[src/rtl/unidade_ponto_flt.sv]
// unidade_ponto_flt: multi-cycle binary32 multiply/add unit (IDLE->UNPACK->COMPUTE->NORM->ROUND) with start/finish handshake
//   clk           rising-edge clock
//   rst_n         asynchronous active-low reset
//   a, b          binary32 operands, latched when start is seen in IDLE
//   start         launch request
//   multiplicando 1=a*b, 0=a+b
//   s             registered result, held until the next operation completes
//   finish        one-cycle completion pulse, 4 edges after the launch edge
//   flags         {invalid, overflow, underflow, inexact}, only when UPF_FLAGS_EN is defined
module unidade_ponto_flt (
  input  logic        clk,
  input  logic        rst_n,
  input  logic [31:0] a,
  input  logic [31:0] b,
  input  logic        start,
  input  logic        multiplicando,
  output logic [31:0] s,
  output logic        finish
`ifdef UPF_FLAGS_EN
  ,
  output logic [3:0]  flags
`endif
);
  localparam logic [2:0] IDLE = 3'd0, UNPACK = 3'd1, COMPUTE = 3'd2, NORM = 3'd3, ROUND = 3'd4;
  logic [2:0] state;
  logic [31:0] ra, rb, sv;
  logic rop, sp, sinv, sa, sb, cs;
  logic [7:0] ea, eb;
  logic [23:0] ma, mb;
  logic signed [9:0] ce, ne;
  logic [48:0] cm;
  logic [47:0] nm;
  logic [7:0] ea_w, eb_w;
  logic za, zb, ia, ib, na, nb, u_nan, u_sp;
  logic [23:0] ma_w, mb_w;
  logic [31:0] u_val;
  assign ea_w = ra[30:23];
  assign eb_w = rb[30:23];
  assign za = ea_w == 8'd0;
  assign zb = eb_w == 8'd0;
  assign ia = &ea_w && ra[22:0] == 23'd0;
  assign ib = &eb_w && rb[22:0] == 23'd0;
  assign na = &ea_w && |ra[22:0];
  assign nb = &eb_w && |rb[22:0];
  // denormals are treated as zero by dropping their mantissa entirely
  assign ma_w = za ? 24'd0 : {1'b1, ra[22:0]};
  assign mb_w = zb ? 24'd0 : {1'b1, rb[22:0]};
  assign u_nan = na | nb | (rop ? (ia & zb) | (za & ib) : ia & ib & (ra[31] != rb[31]));
  assign u_sp = u_nan | ia | ib | za | zb;
  always_comb begin
    u_val = u_nan ? 32'h7FC0_0000 :
            rop ? ((ia | ib) ? {ra[31] ^ rb[31], 8'hFF, 23'd0} : {ra[31] ^ rb[31], 31'd0}) :
            ia ? {ra[31], 8'hFF, 23'd0} :
            ib ? {rb[31], 8'hFF, 23'd0} :
            (za & zb) ? {ra[31] & rb[31], 31'd0} :
            za ? rb : ra;
  end
  logic a_big;
  logic [23:0] ml, ms;
  logic [7:0] el, d;
  logic [95:0] t;
  logic sticky;
  logic [48:0] lx, sx, sum;
  logic [47:0] prod;
  logic signed [9:0] emul;
  // the mantissa datapath places the hidden bit at 47, with bit 48 catching carries
  assign a_big = {ea, ma} >= {eb, mb};
  assign ml = a_big ? ma : mb;
  assign ms = a_big ? mb : ma;
  assign el = a_big ? ea : eb;
  assign d = el - (a_big ? eb : ea);
  assign t = {ms, 72'd0} >> d;
  // anything shifted below the 48-bit window is jammed into the lsb as sticky
  assign sticky = (|t[47:0]) | (d > 8'd71);
  assign sx = {1'b0, t[95:49], t[48] | sticky};
  assign lx = {1'b0, ml, 24'd0};
  assign sum = (sa == sb) ? lx + sx : lx - sx;
  assign prod = {24'd0, ma} * {24'd0, mb};
  assign emul = $signed({2'b0, ea}) + $signed({2'b0, eb}) - 10'sd127;
  logic [5:0] pos, lz;
  logic [47:0] nm_w;
  logic signed [9:0] ne_w;
  always_comb begin
    pos = 6'd0;
    for (int i = 0; i < 49; i++) if (cm[i]) pos = 6'(i);
  end
  assign lz = 6'd47 - pos;
  assign nm_w = cm[48] ? {cm[48:2], cm[1] | cm[0]} : cm[47:0] << lz;
  assign ne_w = cm[48] ? ce + 10'sd1 : ce - $signed({4'd0, lz});
  logic g, r, st, up, of, uf, inex;
  logic [24:0] rm;
  logic signed [9:0] fe;
  logic [31:0] res;
  assign g = nm[23];
  assign r = nm[22];
  assign st = |nm[21:0];
  assign up = g & (r | st | nm[24]);
  assign rm = {1'b0, nm[47:24]} + {24'd0, up};
  assign fe = ne + $signed({9'd0, rm[24]});
  assign of = nm != 48'd0 && fe > 10'sd254;
  assign uf = nm != 48'd0 && fe < 10'sd1;
  assign inex = g | r | st | of | uf;
  // exact cancellation lands here as an all-zero mantissa and yields +0
  always_comb begin
    res = nm == 48'd0 ? 32'd0 :
          of ? {cs, 8'hFF, 23'd0} :
          uf ? {cs, 31'd0} : {cs, fe[7:0], rm[22:0]};
  end
  always_ff @(posedge clk) begin
    if (state == IDLE && start) begin
      ra <= a;
      rb <= b;
      rop <= multiplicando;
    end
    if (state == UNPACK) begin
      sp <= u_sp;
      sv <= u_val;
      sinv <= u_nan;
      sa <= ra[31];
      sb <= rb[31];
      ea <= ea_w;
      eb <= eb_w;
      ma <= ma_w;
      mb <= mb_w;
    end
    if (state == COMPUTE) begin
      cs <= rop ? sa ^ sb : (a_big ? sa : sb);
      ce <= rop ? emul : $signed({2'b0, el});
      cm <= rop ? {prod, 1'b0} : sum;
    end
    if (state == NORM) begin
      nm <= nm_w;
      ne <= ne_w;
    end
  end
  always_ff @(posedge clk or negedge rst_n) begin
    if (!rst_n) begin
      state <= IDLE;
      s <= 32'd0;
      finish <= 1'b0;
`ifdef UPF_FLAGS_EN
      flags <= 4'd0;
`endif
    end else begin
      finish <= state == ROUND;
      if (state == ROUND) s <= sp ? sv : res;
`ifdef UPF_FLAGS_EN
      if (state == ROUND) flags <= sp ? {sinv, 3'b000} : {1'b0, of, uf, inex};
`endif
      state <= state == IDLE ? (start ? UNPACK : IDLE) : state == ROUND ? IDLE : state + 3'd1;
    end
  end
endmodule

[config.mk]
export PLATFORM = sky130hd
export DESIGN_NAME = unidade_ponto_flt
export DESIGN_NICKNAME = d
export VERILOG_FILES = /design/src/rtl/unidade_ponto_flt.sv
export SDC_FILE = /design/constraint.sdc
export NUM_CORES = 2
export LEC_CHECK = 0
export ABC_CLOCK_PERIOD_IN_PS = 11100
export CAP_MARGIN = 10
export CORE_UTILIZATION = 45
export DETAILED_ROUTE_END_ITERATION = 8
export PLACE_DENSITY = 0.62
export SYNTH_ARGS = -nofsm -noshare
export SYNTH_HDL_FRONTEND = slang
export SYNTH_SLANG_ARGS = --single-unit
[constraint.sdc]
create_clock -name clk -period 11.1 [get_ports clk]
set_input_delay 3.33 -clock clk [delete_from_list [all_inputs] [get_ports clk]]
set_output_delay 3.33 -clock clk [all_outputs]
set_load 0.005 [all_outputs]
---- Yosys cells after proc, flatten, opt, wreduce, memory -nomap -nowiden ----
Cells that the tools add are included.
W data, S select, Z words.
word-level totals
  register bits after elaboration ......... 318
  output and inout bits ................... 33
operators by class
  multiplexer cells ....................... 75
  bitwise gates (word level) .............. 22
  shift operators ......................... 2
  add/sub/neg operators ................... 11
  reductions and logical operators ........ 20
  equal/unequal tests ..................... 6
  multipliers ............................. 1
  $lt $le $gt $ge ......................... 4
operators with widths
  kind                 number
  $mux W6              47
  $mux W32             7
  $mux W49             2
  $mux W24             4
  $shr A96 B8 Y96      1
  $mux W31             3
  $add A48 B48 Y49     1
  $sub A48 B48 Y49     1
  $logic_not A48 Y1    1
  $mul A24 B24 Y48     1
  $reduce_bool A48 Y1  1
  $reduce_or A48 Y1    1
  $shl A48 B6 Y48      1
  $mux W47             1
  $logic_not A23 Y1    2
  $reduce_or A23 Y1    2
  $ge A32 B32 Y1       1
  $add A24 B1 Y25      1
  $mux W8              3
  $reduce_or A22 Y1    1
  $logic_not A8 Y1     2
  $reduce_and A8 Y1    2
  $or A1 B1 Y1         13
  $add A10 B2 Y10      1
  other kinds (22)     41

---- Depth between registers and ports, before layout ----
  depth after elaboration ................. 51
  gate-level depth with buffers ........... 50
  depth with buffers taken out ............ 40

---- Worst setup path before layout ----
OpenSTA, ideal clock, no wires.
  path kind ............................... register to register
  start ................................... register mb[23]
  end ..................................... register cm[47], data pin
  setup time .............................. 0.265 ns
  stages on the path, launching flop included .. 46
  buffers on the path ..................... 13
  data arrival time ....................... 9.373 ns
  slack ................................... 1.462 ns
  data required time ...................... 10.835 ns
  cell sequence ........................... edfxtp_1 clkbuf_1 clkbuf_1 inv_1 ha_1 o21ai_0 o21ai_0 o211ai_2 a211o_2 buf_4 nand3_4 buf_8 buf_6 buf_4 buf_2 clkbuf_1 a22oi_1 ha_1 [... 10 more ...] ha_1 o21bai_1 a21oi_1 o21ai_0 a21oi_1 o21ai_0 a21oi_1 o21ai_0 a21oi_1 o21ai_0 a21oi_1 o211a_1 o41ai_1 and4_1 o221ai_1 a32oi_1 xnor2_1 o21ai_1
between the ends
  longest elaborated chain between the ends .. 10
RTL lines
  element                                               line    source
  from (decl)                                           29      logic [23:0] ma, mb;
  from (signal assigned)                                124     mb <= mb_w;
  $ge A32 B32 Y1                                        67      assign a_big = {ea, ma} >= {eb, mb};
  $mux W8, on equally long branches                     70, 71
  $sub A8 B8 Y8                                         71      assign d = el - (a_big ? eb : ea);
  $shr A96 B8 Y96                                       72      assign t = {ms, 72'd0} >> d;
  $reduce_or A48 Y1                                     74      assign sticky = (|t[47:0]) | (d > 8'd71);
  $or A1 B1 Y1                                          74
  $or A1 B1 Y1                                          75      assign sx = {1'b0, t[95:49], t[48] | sticky};
  $sub A48 B48 Y49 or $add A48 B48 Y49 (tied branches)  77      assign sum = (sa == sb) ? lx + sx : lx - sx;
  $mux W49                                              77
  $mux W49 (*)                                          129     cm <= rop ? {prod, 1'b0} : sum;
  to (signal assigned)                                  129
  to (decl)                                             31      logic [48:0] cm;
Mark *: on every way between the ends. The rest lies on a longest branch, timed or not.
A chain may end at the register's enable or synchronous reset.

---- Final worst setup path ----
  start ................................... register mb[1]
  end ..................................... register cm[47], data pin
Same word-level chain as after synthesis.

==> flow_summary_export.csv <==
group,metric,value,unit
outcome,status,"finished, final reports clean",
floorplan,core.rowCount,114,
route,vias,37375,
route,drt-initial-drc-count,4142,
timing,clock_skew,0.0281,ns
final_layout,area_delta_synth_final,8.42,%
clock_tree,cts.repair.resized,0,
place,placed_area,0.0463,mm²
route,antenna_left,0,
timing,drv_slew,0,
synthesis,yosys_warnings,0,
grt,grt_pass1_wl,236000,µm
synthesis,synth_top_family_by_area,"adder cells",
timing,slew_headroom,23.7,%
synthesis,synth_edf_count,282,
floorplan,placeableCoreArea,0.0969,mm²
timing,worst_slew_pin_slew,1.13,ns
synthesis,muxShareOfSynthArea,3.79,%
synthesis,async_flop_share,11.3,%
timing,fmax,103,MHz
final_layout,num-fill-cells,9186,
min_path,hold_depth,2,
place,gp_congestion,1.02,
final_layout,fin_area,0.0478,mm²
final_layout,final_common_cell,"nand2_1",
critical_path,slowest_delay,0.83,ns
clock_tree,cts_hold_buffers,0,
critical_path,critical_path.slowest_cell,"edfxtp_1",
clock_tree,cts_setup_buffers,0,
place,port_buffers,100,
critical_path,crit_family,"compound AO/OA/AOI/OAI gates",
timing,setup_violations,0,
synthesis,synth_compound_area_share,15.8,%
grt,grt_pass1_vias,36977,
critical_path,startpoint_type,"register",
route,drt_wl_total,156000,µm
place,post-dp-hpwl,122000,µm
clock_tree,cts_tree,"yes",
clock_tree,clk_pin_slew,0.06,ns
timing,rsz0062_at_grt,"false",
clock_tree,cts_root_buf,"clkbuf_16",
critical_path,critPathBufInv,2,
floorplan,top_level_ports,101,
critical_path,worstPathArrival,10.01,ns
synthesis,syn-num-nets,5887,
synthesis,syn_area_per_cell,8.79,µm²
synthesis,yosysSeqAreaShare,21.2,%
timing,hold_viol,0,
clock_tree,cts_max_path_buffers,3,
critical_path,crit_required,11.38,ns
critical_path,path_max_fanout,28,
grt,grt-ovfl-total,0,
route,drt-pass1-iter-count,8,
synthesis,yosysUniqueCellTypes,109,
floorplan,dieArea,0.0992,mm²
timing,post-route-period-util,87.7,%
route,drt-vias-per-instance,5.98,
critical_path,path_common_cell,"o21ai_0",
final_layout,final_cell_mix,"nand2_1 (710), inv_1 (667), fa_1 (485), ha_1 (313), o21ai_0 (293)",
route,drc,0,
grt,grt_max_degree,88,
final_layout,final_core_util,49.4,%
synthesis,synthSimpleGateAreaFrac,16.8,%
floorplan,die_w,315,µm
synthesis,synthAdderAreaFrac,31.0,%
timing,period_minus_slack,9.73,ns
synthesis,synth_xor_area_share,2.74,%
clock_tree,clock_sinks,318,
run,maxCapViolCount,0,
floorplan,die_h,315,µm
timing,fin_tns_setup,0,ns
min_path,hold_class,"register to register",
critical_path,cp.depth,34,
synthesis,ys.flop_type,"edfxtp_1",
synthesis,postSynthCellCount,5018,
critical_path,crit_type,"register to register",
grt,antenna_found_initial,7,
synthesis,ys_ff_latch,318,
final_layout,drive_above_1_share,6.26,%
route,post_drt_wl_per_cell,25.0,µm
clock_tree,htreeDepth,2,
clock_tree,cts_buffers,39,
floorplan,initial_utilization,45.5,%
critical_path,reg2regPathDepth,34,
critical_path,cp-end-kind,"register",
synthesis,syn-cell-area,0.0441,mm²
final_layout,nets,5809,
grt,track_usage,31.6,%
clock_tree,clk_latency,0.58,ns
==> cells by family after synthesis <==
group | count (synthesis)
AND/OR/NAND/NOR | 1581
AO/OA/AOI/OAI | 1052
buffers and inverters | 991
adder cells (fa/ha/maj) | 801
flip-flops | 318
multiplexers | 138
XOR/XNOR | 137
==> final cells by class <==
| class | instances | area [µm²] | area share [%] |
|---|---|---|---|
| multi-input cells | 3709 | 31000 | 64.9 |
| flip-flops and latches | 318 | 9370 | 19.6 |
| inverters | 669 | 2510 | 5.25 |
| repair buffers | 203 | 1770 | 3.71 |
| well taps | 1276 | 1600 | 3.34 |
| clock buffers | 42 | 987 | 2.06 |
| clock inverters | 28 | 514 | 1.08 |
| diodes | 3 | 7.51 | 0.0157 |
==> final timing paths <==
path                             from      to  slack (ns)
worst max-delay path            mb[1]  cm[47]        1.37
max in group asynchronous       rst_n   s[10]        7.59
worst min register to register  s[17]   s[17]        0.48
worst min-delay path            s[17]   s[17]        0.48
min in group asynchronous       rst_n    s[7]        3.17
worst max register to register  mb[1]  cm[47]        1.37
==> worst register-to-register path, delay by kind of cell, from the launching register on <==
kind	cells	cell delay [ns]
mux	1	0.41
simple gates	4	1.05
fa+ha+maj	3	1.43
flops	1	0.83
xor+xnor	1	0.15
compound gates	23	4.88
buf+inv	2	0.71
==> sequential cells by signal (all words and copies together), names as in the netlist, 10 cells and up <==
| name | cells |
|---|---|
| ce | 10 |
| cm | 49 |
| ma | 24 |
| mb | 24 |
| ne | 10 |
| nm | 48 |
| ra | 32 |
| rb | 32 |
| s | 32 |
| sv | 32 |
==> Yosys cell counts, types with 32 or more instances <==
cell type    n  area (µm²)
nand2_1    710        2670
inv_1      667        2500
fa_1       485        9710
ha_1       316        3950
o21ai_0    293        1470
edfxtp_1   282        8470
clkbuf_1   270        1010
nor2_1     265         995
a21oi_1    214        1070
and2_1     192        1200
nand3_1     94         470
xnor2_1     94         823
mux2i_1     78         781
nor3_1      77         385
a211oi_1    66         495
nor4_1      49         307
a221oi_1    44         385
a21o_1      43         323
xor2_1      42         368
mux2_2      38         428
a22oi_1     37         278
dfrtp_1     36         901
o22ai_1     34         213
a31oi_1     32         200
nand4_1     32         200
o211ai_1    32         240
==> per-layer routing <==
layer	share of wire [%]	global-route usage (%)	vias up
met4	5.0	13.5	2
met3	7.5	4.49	315
met1	42	42.7	18483
met5	0.0045	0	-
li1	-	-	16853
met2	46	50.7	1722
==> per-stage QoR <==
step                      hold WS, ns  std cells  setup slack (ns)
after floorplan                 0.455       5018              1.46
after global placement          0.468       6174              1.83
after detailed placement        0.471       6174              1.63
after CTS                       0.486       6244              1.59
after global routing            0.503       6245             0.595
final                           0.483       6248              1.37
Power is not shown: default switching activity piles up to over one toggle a cycle in this logic, so the estimate is an artifact.
